<file path="src/rtl/io_pkg.sv">
// rtl/io_pkg.sv - shared register map, CTRL bit layout and widths for key_sw_io
package io_pkg;

  localparam int KEY_W = 4;
  localparam int SW_W  = 10;

  localparam logic [31:0] KDATA_ADDR = 32'hF000_0010;
  localparam logic [31:0] KCTRL_ADDR = 32'hF000_0110;
  localparam logic [31:0] SDATA_ADDR = 32'hF000_0014;
  localparam logic [31:0] SCTRL_ADDR = 32'hF000_0114;

  localparam int READY_BIT   = 0;
  localparam int OVERRUN_BIT = 2;
  localparam int IE_BIT      = 8;

  typedef struct packed {
    logic ie;
    logic ovr;
    logic ready;
  } ctrl_t;

  function automatic logic [31:0] ctrl_word(ctrl_t c);
    logic [31:0] w;
    w              = '0;
    w[READY_BIT]   = c.ready;
    w[OVERRUN_BIT] = c.ovr;
    w[IE_BIT]      = c.ie;
    return w;
  endfunction

  // A capture beats both a same-cycle read-clear of Ready and a store clearing Overrun.
  function automatic ctrl_t ctrl_next(ctrl_t c, logic cap, logic rd, logic wr, logic [31:0] wd);
    ctrl_t n;
    n = c;
    if (wr) begin
      n.ie = wd[IE_BIT];
      if (!wd[OVERRUN_BIT]) n.ovr = 1'b0;
    end
    if (rd) n.ready = 1'b0;
    if (cap) begin
      if (c.ready && !rd) n.ovr = 1'b1;
      n.ready = 1'b1;
    end
    return n;
  endfunction

endpackage

</file>
<file path="src/rtl/key_sw_io_if.sv">
// rtl/key_sw_io_if.sv - CPU data-bus port of the KEY/SW responder
interface key_sw_io_if;
  logic [31:0] addr;
  logic [31:0] wdata;
  logic        we;
  logic        re;
  logic [31:0] rdata;
  logic        hit;
  logic        intr;

  modport master (output addr, wdata, we, re, input rdata, hit, intr);
  modport slave  (input addr, wdata, we, re, output rdata, hit, intr);
endinterface

</file>
<file path="src/rtl/sw_debounce.sv">
// rtl/sw_debounce.sv - candidate register and stability counter that strobe a switch commit
module sw_debounce #(
  parameter int W               = 10,
  parameter int DEBOUNCE_CYCLES = 100000,
  parameter int CNT_W           = 17
) (
  input  logic         clk,
  input  logic         reset,
  input  logic [W-1:0] sw_sync,
  input  logic [W-1:0] committed,
  output logic         commit,
  output logic [W-1:0] cand
);

  localparam logic [CNT_W-1:0] LAST = CNT_W'(DEBOUNCE_CYCLES - 1);

  logic [W-1:0]     cand_q, cand_d;
  logic [CNT_W-1:0] cnt_q, cnt_d;

  always_comb begin
    cand_d = cand_q;
    cnt_d  = cnt_q;
    if (sw_sync != cand_q) begin
      cand_d = sw_sync;
      cnt_d  = '0;
    end else if (cnt_q != LAST) begin
      cnt_d = cnt_q + 1'b1;
    end
  end

  // Commit on the edge the count reaches its last value, so SDATA lands exactly DEBOUNCE_CYCLES after sync.
  assign commit = (sw_sync == cand_q) && (cnt_d == LAST) && (cand_q != committed);
  assign cand   = cand_q;

  always_ff @(posedge clk or negedge reset) begin
    if (!reset) begin
      cand_q <= '0;
      cnt_q  <= '0;
    end else begin
      cand_q <= cand_d;
      cnt_q  <= cnt_d;
    end
  end

endmodule

</file>
<file path="src/rtl/key_sw_io.sv">
// rtl/key_sw_io.sv - KEY/SW memory-mapped responder; KEY_SW_IO_DEBOUNCE_EN enables switch debounce
module key_sw_io
  import io_pkg::*;
#(
  parameter int DEBOUNCE_CYCLES = 100000,
  parameter int CNT_W           = 17
) (
  input  logic             clk,
  input  logic             reset,
  input  logic [KEY_W-1:0] KEY,
  input  logic [SW_W-1:0]  SW,
  key_sw_io_if.slave       bus
);

  logic [KEY_W-1:0] key_s1_q, key_s1_d, key_s2_q, key_s2_d, kdata_q, kdata_d;
  logic [SW_W-1:0]  sw_s1_q, sw_s1_d, sw_s2_q, sw_s2_d, sdata_q, sdata_d;
  ctrl_t            kctrl_q, kctrl_d, sctrl_q, sctrl_d;

  logic             k_rd, s_rd, k_wr, s_wr, k_cap, s_cap;
  logic [SW_W-1:0]  s_new;

`ifdef KEY_SW_IO_DEBOUNCE_EN
  sw_debounce #(
    .W              (SW_W),
    .DEBOUNCE_CYCLES(DEBOUNCE_CYCLES),
    .CNT_W          (CNT_W)
  ) u_sw_debounce (
    .clk      (clk),
    .reset    (reset),
    .sw_sync  (sw_s2_q),
    .committed(sdata_q),
    .commit   (s_cap),
    .cand     (s_new)
  );
`else
  logic unused_cfg;
  assign unused_cfg = (DEBOUNCE_CYCLES > 0) ^ (CNT_W > 0);
  assign s_new      = sw_s2_q;
  assign s_cap      = (sw_s2_q != sdata_q);
`endif

  assign k_rd  = bus.re && (bus.addr == KDATA_ADDR);
  assign s_rd  = bus.re && (bus.addr == SDATA_ADDR);
  assign k_wr  = bus.we && (bus.addr == KCTRL_ADDR);
  assign s_wr  = bus.we && (bus.addr == SCTRL_ADDR);
  assign k_cap = (key_s2_q != kdata_q);

  always_comb begin
    key_s1_d = ~KEY;
    key_s2_d = key_s1_q;
    sw_s1_d  = SW;
    sw_s2_d  = sw_s1_q;
    kdata_d  = k_cap ? key_s2_q : kdata_q;
    sdata_d  = s_cap ? s_new : sdata_q;
    kctrl_d  = ctrl_next(kctrl_q, k_cap, k_rd, k_wr, bus.wdata);
    sctrl_d  = ctrl_next(sctrl_q, s_cap, s_rd, s_wr, bus.wdata);
  end

  always_comb begin
    bus.rdata = '0;
    bus.hit   = 1'b1;
    case (bus.addr)
      KDATA_ADDR: bus.rdata = {{(32-KEY_W){1'b0}}, kdata_q};
      SDATA_ADDR: bus.rdata = {{(32-SW_W){1'b0}}, sdata_q};
      KCTRL_ADDR: bus.rdata = ctrl_word(kctrl_q);
      SCTRL_ADDR: bus.rdata = ctrl_word(sctrl_q);
      default:    bus.hit   = 1'b0;
    endcase
  end

  assign bus.intr = (kctrl_q.ie && kctrl_q.ready) || (sctrl_q.ie && sctrl_q.ready);

  always_ff @(posedge clk or negedge reset) begin
    if (!reset) begin
      key_s1_q <= '0;
      key_s2_q <= '0;
      sw_s1_q  <= '0;
      sw_s2_q  <= '0;
      kdata_q  <= '0;
      sdata_q  <= '0;
      kctrl_q  <= '0;
      sctrl_q  <= '0;
    end else begin
      key_s1_q <= key_s1_d;
      key_s2_q <= key_s2_d;
      sw_s1_q  <= sw_s1_d;
      sw_s2_q  <= sw_s2_d;
      kdata_q  <= kdata_d;
      sdata_q  <= sdata_d;
      kctrl_q  <= kctrl_d;
      sctrl_q  <= sctrl_d;
    end
  end

endmodule
</file>
<file path="src/flat_wrapper.sv">
// flat-port wrapper written by rule: the top's interface ports become plain ports
module key_sw_io_flat import io_pkg::*;
#(
  parameter int DEBOUNCE_CYCLES = 100000,
  parameter int CNT_W           = 17
)
  (clk, reset, KEY, SW, bus_addr, bus_wdata, bus_we, bus_re, bus_rdata, bus_hit, bus_intr);
  key_sw_io_if bus_i ();
  input  logic clk;
  input  logic reset;
  input  logic [KEY_W-1:0] KEY;
  input  logic [SW_W-1:0] SW;
  input wire logic [$bits(bus_i.addr)-1:0] bus_addr;
  input wire logic [$bits(bus_i.wdata)-1:0] bus_wdata;
  input wire logic [$bits(bus_i.we)-1:0] bus_we;
  input wire logic [$bits(bus_i.re)-1:0] bus_re;
  output wire logic [$bits(bus_i.rdata)-1:0] bus_rdata;
  output wire logic [$bits(bus_i.hit)-1:0] bus_hit;
  output wire logic [$bits(bus_i.intr)-1:0] bus_intr;
  assign bus_i.addr = bus_addr;
  assign bus_i.wdata = bus_wdata;
  assign bus_i.we = bus_we;
  assign bus_i.re = bus_re;
  assign bus_rdata = bus_i.rdata;
  assign bus_hit = bus_i.hit;
  assign bus_intr = bus_i.intr;
  key_sw_io #(.DEBOUNCE_CYCLES(DEBOUNCE_CYCLES), .CNT_W(CNT_W)) u_core (.clk(clk), .reset(reset), .KEY(KEY), .SW(SW), .bus(bus_i));
endmodule
</file>
<file path="config.mk">
export PLATFORM = sky130hd
export DESIGN_NAME = key_sw_io_flat
export DESIGN_NICKNAME = d
export VERILOG_FILES = /design/src/rtl/io_pkg.sv /design/src/rtl/key_sw_io_if.sv /design/src/rtl/sw_debounce.sv /design/src/rtl/key_sw_io.sv /design/src/flat_wrapper.sv
export SDC_FILE = /design/constraint.sdc
export NUM_CORES = 1
export LEC_CHECK = 0
export ABC_AREA = 1
export CAP_MARGIN = 20
export CORE_MARGIN = 3
export CORE_UTILIZATION = 39
export CTS_CLUSTER_SIZE = 28
export DETAILED_ROUTE_END_ITERATION = 7
export PLACE_DENSITY_LB_ADDON = 0.08
export RECOVER_POWER = 25
export SYNTH_ARGS = -nofsm -noshare
export SYNTH_HDL_FRONTEND = slang
export SYNTH_SLANG_ARGS = --single-unit
</file>
<file path="constraint.sdc">
create_clock -name clk -period 1.75 [get_ports clk]
set_input_delay 0.35 -clock clk [delete_from_list [all_inputs] [get_ports clk]]
set_output_delay 0.35 -clock clk [all_outputs]
set_load 0.05 [all_outputs]
</file>
* Yosys cells after proc, flatten, opt, wreduce, memory -nomap -nowiden
Cells that the tools add are included.
Operators by class: add/sub/neg operators 0, multipliers 0, div/mod/pow operators 0, magnitude comparators 0, equal/unequal tests 6, shift-type cells 0, muxes and demuxes 12, bitwise logic cells 1, reduce and logical (&&, ||, !) cells 14
Operators with widths (number):
- equality test 32 bit (second input constant) | 4
- one-hot mux 10 bit (4 select lines) | 1
- != test 10 bit | 1
- two-way mux 1 bit | 9
- logical AND 1 bit | 8
- two-way mux 2 bit | 2
- != test 4 bit | 1
- NOT 4 bit | 1
- nonzero test 2 bit | 2
- OR reduction 4 bit | 1
- zero test 1 bit | 2
- logical OR 1 bit | 1
Storage, ports and cells: flip-flop bits (word level) 48, latch bits 0, memory bits (writable) 0, memory bits (read-only) 0, input bits 82, logic and storage cells 45, memories 0

* Depth between registers and ports, before layout
Gate-level depths: netlist of the first run.
depth after elaboration 6, depth in mapped cells 11

* Least setup slack after synthesis of the first run
OpenSTA, ideal clock, no wires.
kind input to output, start input bus_addr[5], end output bus_rdata[1], arrival time 2000 ps, required time 1400 ps, slack -600 ps, stages 7, path buffers 0, cell sequence inv_1 > nand2_1 > nor2_1 > nand2_1 > nor2_4 > nand2_4 > o21ai_0
On the way: cells in the longest elaborated chain, start to end 2, elaborated cells between the ends (all ways) 5, classes of those cells 4 x eq/ne; 1 x mux
RTL lines:
- start: declaration | RTL line flat_wrapper.sv:13 | input wire logic [$bits(bus_i.addr)-1:0] bus_addr;
- equality test 32 bit | RTL line key_sw_io.sv:62 | case (bus.addr)
- one-hot mux 10 bit (4 select lines) * | RTL line key_sw_io.sv:62
- end: declaration | RTL line flat_wrapper.sv:17 | output wire logic [$bits(bus_i.rdata)-1:0] bus_rdata;
Every way passes the cells marked *; elsewhere a longest branch is shown, timed or not.

* Worst setup path after layout of the first run
Same ends and word-level chain as after synthesis.

==> results of run 1 <==
## worst register-to-register path, stage by stage, from the launching register on
cell     delay (ps)
dfrtp_1         390
inv_1            60
nand2_1          50
nand2_1          50
nor2_1           80
nand2_1          70
nor2_1          130
nand2_1          70
nand3_1          80
nand2_1          50
## state kept, by name (all words and copies together), names as in the netlist
register / flops
u_core.kctrl_q: 3
u_core.kdata_q: 4
u_core.key_s1_q: 4
u_core.key_s2_q: 4
u_core.s_new: 10
u_core.sctrl_q: 3
u_core.sdata_q: 10
u_core.sw_s1_q: 10
## cell families after synthesis
group	Yosys count	synth area share, %
buffers and inverters	76	16.9
XOR/XNOR	7	2.77
other	1	0.169
flip-flops	48	54.2
AO/OA/AOI/OAI	6	1.52
AND/OR/NAND/NOR	125	24.4
## timing repair
action                     4_1_cts  5_1_grt
setup buffers                    3        4
hold buffers                     1        0
gates cloned                     1        0
resized for setup              142       53
pin swaps                       30       38
setup endpoints to repair       11       11
hold endpoints to repair        16        0
## area by class of cell
class / instances / area [µm²] / area share (%)
Inverter: 39 / 159 / 4.93
Clock buffer: 6 / 72.6 / 2.25
Timing Repair Buffer: 74 / 773 / 24.0
Tap cell: 70 / 87.6 / 2.72
Clock inverter: 2 / 16.3 / 0.504
Timing Repair inverter: 1 / 7.51 / 0.233
Sequential cell: 48 / 1200 / 37.2
Multi-Input combinational cell: 160 / 908 / 28.2
## through the flow
step                      TNS, ps  hold slack (ps)  power (µW)
after floorplan             -1210             54.4        1410
after global placement      -5010              298        1520
after detailed placement    -5250              298        1520
after CTS                    -449              349        2140
after global routing        -1320              362        2250
final                        -252              352        2140
## power by group through the flow
stage | combinational (µW) | clock [µW] | sequential (µW)
CTS | 304 | 649 | 1180
finish | 332 | 623 | 1180
detailed placement | 317 | 0 | 1210
global route | 365 | 694 | 1190
floorplan | 213 | 0 | 1200
global placement | 315 | 0 | 1200
## metal layers
layer | vias up | track usage, %
li1 | 857 | -
met1 | 743 | 15.6
met2 | 51 | 23.4
met3 | 4 | 3.99
met4 | 0 | 4.56
met5 | - | 0
## path summary, 6_finish.rpt
check,start,end,slack (ps),depth (start not counted)
min,u_core.sw_s1_q[3],u_core.s_new[3],350,0
max,bus_addr[5],bus_rdata[1],-50,9
min reg2reg,u_core.sw_s1_q[3],u_core.s_new[3],350,0
max in group asynchronous,reset,u_core.kctrl_q[1],770,3
min in group asynchronous,reset,u_core.sw_s1_q[8],500,2
max reg2reg,u_core.sdata_q[8],u_core.sctrl_q[1],620,9
## cells in the mapped netlist (all sizes together)
cell type  count  area share, %
nand2         64             11
dfrtp         48             54
inv           39            6.6
nor2          38            7.4
buf           23            8.0
nand3         20            4.7
clkbuf        14            2.4
o21ai          5            1.1
xor2           4            1.6
or2            3           0.85
xnor2          3            1.2
a22o           1           0.40
conb           1           0.17
==> results.sh, run 1 <==
export IMPL_status="finished, violations left"
export IMPL_violations="negative setup slack"
export IMPL_max_freq_mhz=554
export IMPL_portBuffers=63
export IMPL_hold_violations=0
export IMPL_fp_coreArea_um2=5300
export IMPL_timing_final_ws_setup_ps=-54.3
export IMPL_dp_worst_setup_slack_ps=-502
export IMPL_cts_sinks=48
export IMPL_routedWlPerCell_um=10.4
export IMPL_cp_required_ps=1400
export IMPL_avgSynthCellArea_um2=8.43
export IMPL_met2_length_um=2190
export IMPL_syn_area_um2=2220
export IMPL_nets=411
export IMPL_dp_hpwl_um=3170
export IMPL_layout_min_cycle_time_ps=1800
export IMPL_wl_met1_um=1600
export IMPL_p_per_area_nw_per_um2=663
export IMPL_grt_usage_pct=13.4
export IMPL_drive_gt1_share_pct=39.1
export IMPL_skew_ps=6.90
export IMPL_routabilityCongestion=0.774
export IMPL_seq_area_frac_synth_pct=54.2
export IMPL_grt_max_degree=33
export IMPL_vias_per_cell=4.14
export IMPL_path_cells="buf_6, inv_2, nand2_2, nor2_4, nand2_2, nor2_4, nand2_8, o21ai_4, buf_12"
export IMPL_die_h_um=81.4
export IMPL_p_leak_uw=0.00157
export IMPL_setup_viol=10
export IMPL_synth_seq_cells=48
export IMPL_cp_top_family="simple AND/OR/NAND/NOR gates"
export IMPL_grt_pass1_wl_um=6790
export IMPL_overflow=0
export IMPL_end_kind="primary output"
export IMPL_fin_cells=400
export IMPL_final_cell_mix="dfrtp_1 (48), nand2_1 (47), inv_1 (26)"
export IMPL_post_route_util_pct=60.8
export IMPL_seqPwrFrac_pct=55.4
export IMPL_p_sw_uw=567
export IMPL_top_layer_used="met4"
export IMPL_cp_num_buf_inv=3
export IMPL_dr_first_iter_drc_count=60
export IMPL_wl_um=4160
export IMPL_ios=116
export IMPL_cp_arrival_ps=1450
export IMPL_placed_cells=383
export IMPL_stdcell_area_um2=3230
export IMPL_vias=1655
export IMPL_start_kind="primary input"
export IMPL_ys_types=21
export IMPL_cts_buffer_depth=2
export IMPL_switching_share_pct=26.5
export IMPL_h_tree_depth=2
export IMPL_area_growth_synth_to_final_pct=45.5
export IMPL_clk_pin_slew_ps=80
export IMPL_tritoncts="built"
export IMPL_path_class="primary input to primary output"
export IMPL_syn_instance_count=263
export IMPL_wl_met3_um=338
export IMPL_dieArea_um2=6630
export IMPL_p_int_uw=1570
export IMPL_peakVddDrop_v=0.000705
export IMPL_dr_pass1_iters=3
export IMPL_fill_cells=462
export IMPL_max_stage_delay_ps=250
export IMPL_yosys_warnings=0
export IMPL_rsz0062_at_grt="yes"
export IMPL_start_util_pct=41.8
export IMPL_cap_violations=0
export IMPL_hp_class="flop to flop"
export IMPL_p_clk_share_pct=29.1
export IMPL_insertion_delay_ps=290
export IMPL_final_common_cell="dfrtp_1"
export IMPL_fp_row_count=26
export IMPL_path_max_fanout=7
export IMPL_grt_antenna_before_repair=0
export IMPL_slew_violations=0
export IMPL_num_antenna_cells=0
export IMPL_die_w_um=81.4
export IMPL_cts_root_buf="clkbuf_8"
export IMPL_slowest_stage="nor2_4"
export IMPL_combPwrFrac_pct=15.5
export IMPL_cts_buffers_inserted=5
export IMPL_remaining_drc_errors=0
export IMPL_antenna_left=0
export IMPL_place_area_um2=2920
export IMPL_min_period_over_period_pct=103
export IMPL_grt_pass1_vias=1570
Note: power is estimated with default switching activity, not from simulation.
==> inputs of run 2 (changes only) <==
--- a/config.mk
+++ b/config.mk
@@ -6,13 +6,14 @@
 export NUM_CORES = 1
 export LEC_CHECK = 0
 export ABC_AREA = 1
+export ABC_CLOCK_PERIOD_IN_PS = 1750
 export CAP_MARGIN = 20
 export CORE_MARGIN = 3
 export CORE_UTILIZATION = 39
 export CTS_CLUSTER_SIZE = 28
 export DETAILED_ROUTE_END_ITERATION = 7
 export PLACE_DENSITY_LB_ADDON = 0.08
-export RECOVER_POWER = 25
+export RECOVER_POWER = 100
 export SYNTH_ARGS = -nofsm -noshare
 export SYNTH_HDL_FRONTEND = slang
 export SYNTH_SLANG_ARGS = --single-unit
==> constraint.sdc (replaced) <==
create_clock -name clk -period 1.75 [get_ports clk]
set_input_delay 0.35 -clock clk [delete_from_list [all_inputs] [get_ports clk]]
set_output_delay 0.35 -clock clk [all_outputs]
set_load 0.02 [all_outputs]
==> run 2 against run 1 <==
Compared with the run above:
- the flow still finishes with violations (negative setup slack)
- combinational power is 31% lower
- first-iteration DRC count fell by 43%
- critical path depth up 3
- worst hold slack worse by 88 ps
- setup slack gained 32 ps
- wire length decreased by 1.2%
- register-to-register slack better by 20 ps
- sequential share of layout area is 3.6 points higher
- largest power group unchanged
==> results.sh, run 2 (same netlist as run 1, synthesis figures left out) <==
export IMPL_status="finished, violations left"
export IMPL_violations="negative setup slack"
export IMPL_grt_antenna_before_repair=0
export IMPL_p_per_area_nw_per_um2=702
export IMPL_hold_violations=0
export IMPL_post_route_util_pct=55.4
export IMPL_ios=116
export IMPL_seqPwrFrac_pct=57.3
export IMPL_fill_cells=499
export IMPL_setup_viol=2
export IMPL_combPwrFrac_pct=11.1
export IMPL_final_cell_mix="nand2_1 (56), dfrtp_1 (48), inv_1 (34)"
export IMPL_cap_violations=0
export IMPL_cts_buffer_depth=2
export IMPL_cp_arrival_ps=1420
export IMPL_cts_sinks=48
export IMPL_max_stage_delay_ps=150
export IMPL_peakVddDrop_v=0.000531
export IMPL_clk_pin_slew_ps=80
export IMPL_max_slew_margin_pct=23.1
export IMPL_h_tree_depth=2
export IMPL_met2_length_um=2020
export IMPL_area_growth_synth_to_final_pct=32.6
export IMPL_rr_worst_depth=9
export IMPL_rsz0062_at_grt="yes"
export IMPL_layout_min_cycle_time_ps=1770
export IMPL_final_common_cell="nand2_1"
export IMPL_p_int_uw=1580
export IMPL_p_sw_uw=484
export IMPL_timing_final_ws_setup_ps=-22.5
export IMPL_tightest_slew_ps=1150
export IMPL_num_antenna_cells=0
export IMPL_register_area_um2=1200
export IMPL_dr_pass1_iters=4
export IMPL_portBuffers=63
export IMPL_insertion_delay_ps=290
export IMPL_routedWlPerCell_um=10.3
export IMPL_cpMostUsedCell="buf_6"
export IMPL_dr_first_iter_drc_count=34
export IMPL_p_clk_share_pct=31.6
export IMPL_fp_coreArea_um2=5300
export IMPL_hp_class="primary input to asynchronous set/reset pin"
export IMPL_switching_share_pct=23.5
export IMPL_path_class="primary input to primary output"
export IMPL_path_max_fanout=3
export IMPL_top_layer_used="met4"
export IMPL_grt_pass1_wl_um=6620
export IMPL_grt_max_degree=27
export IMPL_dieArea_um2=6630
export IMPL_finalPower_uw=2060
export IMPL_routabilityCongestion=0.828
export IMPL_start_kind="primary input"
export IMPL_cp_required_ps=1400
export IMPL_wl_met1_um=1620
export IMPL_end_kind="primary output"
export IMPL_slowest_stage="nor2_4"
export IMPL_remaining_drc_errors=0
export IMPL_fp_row_count=26
export IMPL_path_cells="buf_6, nor2_2, nand2_2, inv_1, nand2_2, nor2_4, buf_6, nand3_2, nand2_1, inv_1, nand2_1, buf_6"
export IMPL_overflow=0
export IMPL_skew_ps=4.64
export IMPL_grt_usage_pct=13.1
export IMPL_die_h_um=81.4
export IMPL_grt_pass1_vias=1531
export IMPL_max_freq_mhz=564
export IMPL_multi_input_area_um2=802
export IMPL_cts_root_buf="clkbuf_8"
export IMPL_start_util_pct=41.8
export IMPL_die_w_um=81.4
export IMPL_min_period_over_period_pct=101
export IMPL_wl_um=4110
export IMPL_cts_buffers_inserted=5
export IMPL_antenna_left=0
export IMPL_nets=410
export IMPL_tritoncts="built"
export IMPL_dp_worst_setup_slack_ps=-862
export IMPL_drive_gt1_share_pct=30.7
export IMPL_p_leak_uw=0.00153
export IMPL_dp_hpwl_um=3220
export IMPL_vias_per_cell=4.19
export IMPL_slew_violations=0
export IMPL_wl_met3_um=400
export IMPL_vias=1673
-- run 2: cell count changes in the layout (fill, tap and decap cells not counted), moves of 5 or more --
cell,previous run,this run
clkdlybuf4s50_1,18,4
dlygate4sd3_1,1,14
buf_12,12,1
nand2_1,47,56
inv_1,26,34
nand2_2,15,7
inv_2,10,4
buf_4,6,11
-- run 2: path summary, 6_finish.rpt --
path                                          end               from  slack, ps
max in group asynchronous       u_core.kdata_q[0]              reset        300
worst max-delay path                 bus_rdata[0]       bus_addr[15]        -20
min in group clk                  u_core.s_new[3]  u_core.sw_s1_q[3]        350
worst min register to register    u_core.s_new[3]  u_core.sw_s1_q[3]        350
worst min-delay path            u_core.sw_s1_q[5]              reset        260
worst max register to register  u_core.sctrl_q[1]    u_core.s_new[7]        640
-- run 2: metal layers --
layer,vias to the layer above,global-route usage (%)
met1,750,15.6
met2,64,21.8
li1,853,-
met5,-,0
met4,0,5.57
met3,6,3.99
-- run 2: metrics by stage --
| step | TNS (ps) | std cells | hold WS [ps] | area, µm² |
|---|---|---|---|---|
| 5_1_grt | -809 | 399 | 349 | 2940 |
| 3_5_place_dp | -9330 | 387 | 335 | 2860 |
| 2_1_floorplan | 0 | 284 | 54.4 | 2300 |
| 3_3_place_gp | -9230 | 387 | 331 | 2860 |
| 6_report | -43.1 | 399 | 263 | 2940 |
| 4_1_cts | -120 | 397 | 33.3 | 2870 |
-- run 2: power by group through the flow --
| stage | Combinational [µW] | Sequential (µW) | Clock, µW |
|---|---|---|---|
| 2_1_floorplan | 151 | 1200 | 0 |
| 3_3_place_gp | 253 | 1200 | 0 |
| 3_5_place_dp | 256 | 1200 | 0 |
| 4_1_cts | 233 | 1180 | 679 |
| 5_1_grt | 259 | 1190 | 741 |
| 6_report | 229 | 1180 | 651 |
-- run 2: critical path: cells and delay by family --
| kind | cells | cell delay [ps] |
|---|---|---|
| simple gates | 7 | 620 |
| buf+inv | 5 | 430 |
-- run 2: timing repair --
action / CTS / global route
pin swaps: 41 / 27
setup buffers: 2 / 2
setup endpoints to repair: 12 / 11
gates resized for setup: 179 / 30
cloned: 0 / 0
hold buffers: 0 / 0
-- run 2: area by class of cell --
cell class              instances  share of cell area [%]
clock inverters                 1                   0.255
inverters                      39                    5.07
flip-flops and latches         48                    40.9
repair buffers                 74                    20.6
clock buffers                   7                    2.94
multi-input cells             160                    27.3
well taps                      70                    2.98
